--- config.mk ---
export PLATFORM = sky130hd
export DESIGN_NAME = instr_encoder
export DESIGN_NICKNAME = d
export VERILOG_FILES = /design/src/rtl/instr_encoder.sv
export SDC_FILE = /design/constraint.sdc
export NUM_CORES = 1
export LEC_CHECK = 0
export ABC_AREA = 1
export BUFFER_PORTS_ARGS = -buffer_cell sky130_fd_sc_hd__buf_2
export CORE_MARGIN = 4
export CORE_UTILIZATION = 58
export CTS_CLUSTER_SIZE = 24
export DETAILED_ROUTE_END_ITERATION = 10
export GPL_TIMING_DRIVEN = 0
export PLACE_DENSITY = 0.95
export REMOVE_ABC_BUFFERS = 1
export SYNTH_ARGS = -nofsm -noshare
export SYNTH_HDL_FRONTEND = slang
export SYNTH_SLANG_ARGS = --single-unit
--- constraint.sdc ---
create_clock -name i_clk -period 4.6 [get_ports i_clk]
set_clock_uncertainty 0.15 [all_clocks]
set_input_delay 0.69 -clock i_clk [delete_from_list [all_inputs] [get_ports i_clk]]
set_output_delay 0.69 -clock i_clk [all_outputs]
set_load 0.05 [all_outputs]
--- src/rtl/instr_encoder.sv ---
// Program loader: packs instruction fields into 49-bit decoder words and writes them
// sequentially into instruction RAM, rejecting malformed bundles with a sticky error.
module instr_encoder #(
    parameter int unsigned ADDR_W = 8,
    parameter int unsigned DEPTH  = 256,
    parameter logic [4:0]  OP_MAX = 5'h0F
) (
    input  logic              i_clk,
    input  logic              i_rst,
    input  logic              i_clear,
    input  logic              i_in_valid,
    output logic              o_in_ready,
    input  logic [4:0]        i_op,
    input  logic [1:0]        i_md,
    input  logic [31:0]       i_src,
    input  logic [31:0]       i_dst,
    input  logic [31:0]       i_literal,
    output logic              o_imem_we,
    output logic [ADDR_W-1:0] o_imem_addr,
    output logic [48:0]       o_imem_wdata,
    output logic [ADDR_W:0]   o_count,
    output logic              o_full,
    output logic              o_err,
    output logic [1:0]        o_err_code
);

    localparam logic [ADDR_W:0] DEPTH_W = DEPTH[ADDR_W:0];
    localparam logic [4:0]      OP_LD   = 5'h01;
    localparam logic [4:0]      OP_ST   = 5'h02;

    typedef enum logic [1:0] {StIdle, StPack, StWrite, StFull} state_e;

    state_e              r_state;
    logic [4:0]          r_op;
    logic [1:0]          r_md;
    logic [31:0]         r_src;
    logic [31:0]         r_dst;
    logic [31:0]         r_lit;
    logic                r_we;
    logic [ADDR_W-1:0]   r_addr;
    logic [48:0]         r_wdata;
    logic [ADDR_W-1:0]   r_ptr;
    logic [ADDR_W:0]     r_count;
    logic                r_full;
    logic                r_err;
    logic [1:0]          r_err_code;

    logic [31:0]         w_slot_a;
    logic [31:0]         w_slot_b;
    logic [31:0]         w_wide;
    logic                w_ovf;
    logic [1:0]          w_code;
    logic [48:0]         w_word;
    logic [ADDR_W:0]     w_count_inc;

    // Inverse of the decoder's swaps: ST and direct LD move fields between slots.
    always_comb begin
        w_slot_a = r_src;
        w_slot_b = r_dst;
        w_wide   = r_lit;
        if (r_op == OP_ST) begin
            w_slot_a = r_src;
            w_slot_b = r_lit;
            w_wide   = r_dst;
        end else if (r_op == OP_LD && r_md == 2'b01) begin
            w_slot_a = r_lit;
            w_slot_b = r_dst;
            w_wide   = r_src;
        end
    end

    assign w_ovf  = (|w_slot_a[31:5]) | (|w_slot_b[31:5]);
    assign w_word = {r_op, r_md, w_slot_a[4:0], w_slot_b[4:0], w_wide};

    always_comb begin
        w_code = 2'b00;
        if (r_op > OP_MAX) begin
            w_code = 2'b11;
        end else if (r_md == 2'b11) begin
            w_code = 2'b01;
        end else if (w_ovf) begin
            w_code = 2'b10;
        end
    end

    assign w_count_inc = r_count + (ADDR_W + 1)'(1);

    always_ff @(posedge i_clk) begin
        if (i_rst) begin
            r_state    <= StIdle;
            r_op       <= '0;
            r_md       <= '0;
            r_src      <= '0;
            r_dst      <= '0;
            r_lit      <= '0;
            r_we       <= 1'b0;
            r_addr     <= '0;
            r_wdata    <= '0;
            r_ptr      <= '0;
            r_count    <= '0;
            r_full     <= 1'b0;
            r_err      <= 1'b0;
            r_err_code <= 2'b00;
        end else if (i_clear) begin
            // Abort any word in flight; err_code keeps the last recorded cause.
            r_state <= StIdle;
            r_we    <= 1'b0;
            r_ptr   <= '0;
            r_count <= '0;
            r_full  <= 1'b0;
            r_err   <= 1'b0;
        end else begin
            r_we <= 1'b0;
            unique case (r_state)
                StIdle: begin
                    if (i_in_valid) begin
                        r_op    <= i_op;
                        r_md    <= i_md;
                        r_src   <= i_src;
                        r_dst   <= i_dst;
                        r_lit   <= i_literal;
                        r_state <= StPack;
                    end
                end
                StPack: begin
                    if (w_code != 2'b00) begin
                        r_err      <= 1'b1;
                        r_err_code <= w_code;
                        r_state    <= StIdle;
                    end else begin
                        r_we    <= 1'b1;
                        r_addr  <= r_ptr;
                        r_wdata <= w_word;
                        r_state <= StWrite;
                    end
                end
                StWrite: begin
                    r_ptr   <= r_ptr + ADDR_W'(1);
                    r_count <= w_count_inc;
                    if (w_count_inc == DEPTH_W) begin
                        r_full  <= 1'b1;
                        r_state <= StFull;
                    end else begin
                        r_state <= StIdle;
                    end
                end
                StFull: r_state <= StFull;
                default: r_state <= StIdle;
            endcase
        end
    end

    // Strobe is gated so a clear or reset in the write cycle drops the word immediately.
    assign o_imem_we    = r_we & ~i_clear & ~i_rst;
    assign o_in_ready   = (r_state == StIdle) & ~i_clear & ~i_rst;
    assign o_imem_addr  = r_addr;
    assign o_imem_wdata = r_wdata;
    assign o_count      = r_count;
    assign o_full       = r_full;
    assign o_err        = r_err;
    assign o_err_code   = r_err_code;

endmodule

Word level (Yosys, flattened, before mapping):

Cells that the tools add are included.
W data, S select, Z words.

* logic and storage cells: 60
* latch bits: 0
* bits of input ports: 107
* RAM bits: 0
* memories: 0
* bits in read-only memories: 0
* output and inout port bits: 72
* flip-flop bits (word level): 184

* $mul: 0
* $lt $le $gt $ge: 1
* bitwise gates (word level): 9
* shift operators: 0
* divide/modulo/power cells: 0
* eq/ne operators: 9
* add/sub/neg operators: 2
* reductions and logical operators: 12
* muxes and demuxes: 13

Operator list (count)
* $mux W32: 5
* $reduce_or A27 Y1: 2
* $mux W2: 6
* $add A9 B1 Y9 const B: 1
* $eq A9 B9 Y1 const B: 1
* $reduce_and A3 Y1: 3
* $add A8 B1 Y8 const B: 1
* $pmux W2 S4: 1
* $eq A2 B2 Y1 const B: 3
* $eq A5 B1 Y1 const B: 1
* $eq A5 B2 Y1 const B: 1
* $gt A5 B4 Y1 const B: 1
* $and A1 B1 Y1: 4
* $eq A2 B1 Y1 const B: 2
* $not A1 Y1: 4
* $reduce_and A2 Y1: 2
* $reduce_or A3 Y1: 1
* $logic_not A2 Y1: 1
* $ne A2 B2 Y1 const B: 1
* $reduce_bool A2 Y1: 1
* $reduce_or A2 Y1: 1
* $logic_and A1 B1 Y1: 1
* $mux W1: 1
* $or A1 B1 Y1: 1

Depth between registers and ports, before layout:

* depth after elaboration: 12
* mapped depth: 16
* gate-level depth less buffers: 14

Least setup slack after synthesis:

Ideal clock, no wire load.

* path type: input port to output port
* start point: input i_rst
* end point: output o_in_ready
* data arrival time: 2.211 ns
* setup slack: 1.549 ns
* buffers on the path: 0
* stages on the path: 3
* data required time: 3.760 ns
* path through: nor2_1 -> inv_1 -> nor3_1

* word-level cells in the longest chain between the ends: 2

Ends and longest elaborated chain
* start, declared: RTL line 9 `input logic i_rst,`
* $not A1 Y1: RTL line 155 `assign o_in_ready = (r_state == StIdle) & ~i_clear & ~i_rst;`
* $and A1 B1 Y1: RTL line 155
* end, declared: RTL line 12 `output logic o_in_ready,`

No other way between the ends.

Worst setup path in the final report:

Same ends and word-level chain as after synthesis.

==> impl_metrics.py <==
metrics = {
    "global_routing": {
        "first_global_vias": 7613,
        "grt_start_max_net_pins": 163,
        "grt_usage": 0.269,
        "grt_overflow": 0,
        "grt_pass1_wl_mm": 35.5,
        "antenna_found_initial": 2,
    },
    "floorplan": {
        "num_rows": 42,
        "coreArea_sq_um": 13500,
        "ioPinCount": 179,
        "initial_core_util": 0.600,
        "die_h_um": 126,
        "die_area_sq_um": 15900,
        "die_x_um": 126,
    },
    "synthesis": {
        "synth_edf_count": 0,
        "ys_seq_area_frac": 0.457,
        "syn_area_sq_um": 8070,
        "synth_cells": 1194,
        "ys_ff_latch": 184,
        "synthArstFlopShare": 0,
        "synth_top_area_frac": 0.457,
        "synth.distinct_cells": 30,
        "synthTopCellsByArea": "dfxtp_1 (46%), nor2_1 (13%), nand2_1 (8.6%)",
        "synth.largest_area_cell": "dfxtp_1",
        "ys.flop_type": "dfxtp_1",
        "synth.most_common_cell": "nor2_1",
        "ys_top_cells_by_count": "nor2_1 (284), nand2_1 (185), dfxtp_1 (184), inv_1 (157), o21ai_0 (125)",
        "syn_avg_cell_area_sq_um": 6.76,
        "synth_warnings": 0,
    },
    "worst_setup_path": {
        "endpoint_kind": "output pin",
        "crit_fanout": 12,
        "critical_path_required_ns": 3.76,
        "path_class": "in2out",
        "crit_path_start_kind": "input pin",
        "worstPathArrival_ns": 2.57,
    },
    "clock_network": {
        "clock_sinks": 184,
        "htree_levels": 4,
        "numCtsBuffers": 17,
        "cts_buffer_depth": 2,
        "cts.clk_slew.worst_paths_ns": 0.06,
        "cts_tree": "done",
        "postCtsSetupBuffers": 0,
        "cts_resized": 0,
        "clock_latency_ns": 0.43,
        "postCtsHoldBufs": 0,
        "clockRootBuffer": "clkbuf_16",
    },
    "placed_design": {
        "gp_congestion": 0.817,
        "dpl.cell_count": 1486,
        "place_ws_ns": 1.36,
        "dp_hpwl_mm": 14.5,
        "numPortBuffers": 178,
    },
    "pwr": {
        "p_total_w": 0.00345,
        "p_per_area_nw_per_um2": 358,
        "p_leak_nw": 4.75,
        "peakVddDrop_uv": 273,
    },
    "final_layout": {
        "diodes": 0,
        "fin_util": 0.716,
        "drive_gt1_frac": 0.171,
        "area_delta_synth_final_pct": 19.4,
        "layoutNonFillerInstCount": 1516,
        "nNetsFinal": 1438,
    },
    "routing": {
        "routed_wl_mm": 22.0,
        "num_vias": 8160,
        "drt_pre_antenna_iters": 5,
        "drt_iter0_markers": 729,
        "ant_nets": 0,
        "drc_errors": 0,
        "via_per_inst": 5.38,
        "wire_per_inst_um": 14.5,
    },
    "timing": {
        "finalSetupViolCount": 0,
        "period_share": 0.741,
        "hold_viol_final": 0,
        "min_period_ns": 3.41,
        "timing.hold.ws_ns": 0.305,
        "rsz0062_at_grt": "no",
        "worst_slack_ns": 1.19,
        "relSlewSlack": 0.359,
        "tightestPinTransition_ns": 0.962,
        "timing.fmax_mhz": 293,
        "maxSlewViolCount": 0,
    },
    "job": {
        "drv_cap": 0,
    },
    "min_path": {
        "hp-class": "reg2reg",
    },
    "status": {
        "status": "completed",
    },
}
-- metal layers --
metal  global-route usage  wire length [um]  share of wire
met2                0.458             10800           0.49
met3               0.0622              1680          0.076
met1                0.335              9060           0.41
met5                    0                25         0.0011
met4               0.0940               486          0.022
-- cell families (layout without fill, tap and decap cells) --
logic type | count (synthesis) | after routing | share of synthesized area
simple gates | 536 | 536 | 0.265
buf+inv | 233 | 379 | 0.113
compound gates | 232 | 232 | 0.155
flops | 184 | 184 | 0.457
xor+xnor | 7 | 7 | 0.00760
fa+ha+maj | 2 | 2 | 0.00310
-- stage by stage --
step	cell area (sq um)	setup TNS [ns]
finish	9640	0
global route	9640	0
CTS	9640	0
detailed placement	9080	0
global placement	8880	-293.16
floorplan	7770	-24.74
-- worst paths after layout --
check	startpoint	to	slack, ns	cells after the start
hold / removal	o_imem_wdata[48]	o_imem_wdata[48]	0.31	2
setup / recovery	i_rst	o_in_ready	1.19	5
setup reg to reg	r_op[2]	o_imem_wdata[14]	1.51	14
hold reg to reg	o_imem_wdata[48]	o_imem_wdata[48]	0.31	2
-- where the power goes --
part | switching, W | internal [W]
Clock | 0.000590 | 0.000797
Combinational | 0.000224 | 0.000137
Sequential | 0.0000444 | 0.00166
Total | 0.000858 | 0.00259
-- placed cells by master, fill, tap and decap left out, types with 4 or more instances in the layout --
master / instances
nor2_1: 284
nand2_1: 184
dfxtp_1: 184
buf_2: 178
inv_1: 155
o21ai_0: 125
a21oi_1: 70
nand3_1: 27
nand4_1: 25
clkbuf_16: 17
o22ai_1: 16
o221ai_1: 16
nor3_1: 6
inv_2: 6
xor2_1: 6
clkbuf_8: 4
-- sequential cells by signal, summed over array words and instances, names as in the netlist --
name / count
r_we: 1
r_ptr: 8
o_imem_wdata: 49
r_lit: 32
r_dst: 32
o_count: 9
o_imem_addr: 8
r_src: 32
r_md: 2
r_state: 2
o_err_code: 2
r_op: 5
o_full: 1
o_err: 1
-- critical path, cell delays in order --
cell and delay, ns:
buf_2 0.15, nor2_1 0.54, inv_1 0.41, nor3_1 0.42, buf_2 0.34
-- final cells by class --
cell class                      instances  area, sq um
Fill cell                            1088         3820
Sequential cell                       184         3680
Multi-Input combinational cell        777         3510
Tap cell                              176          220
Clock buffer                           23          488
Clock inverter                          7         70.1
Inverter                              163          617
Timing Repair Buffer                  186         1050
Note: power is estimated with default switching activity, not from simulation.
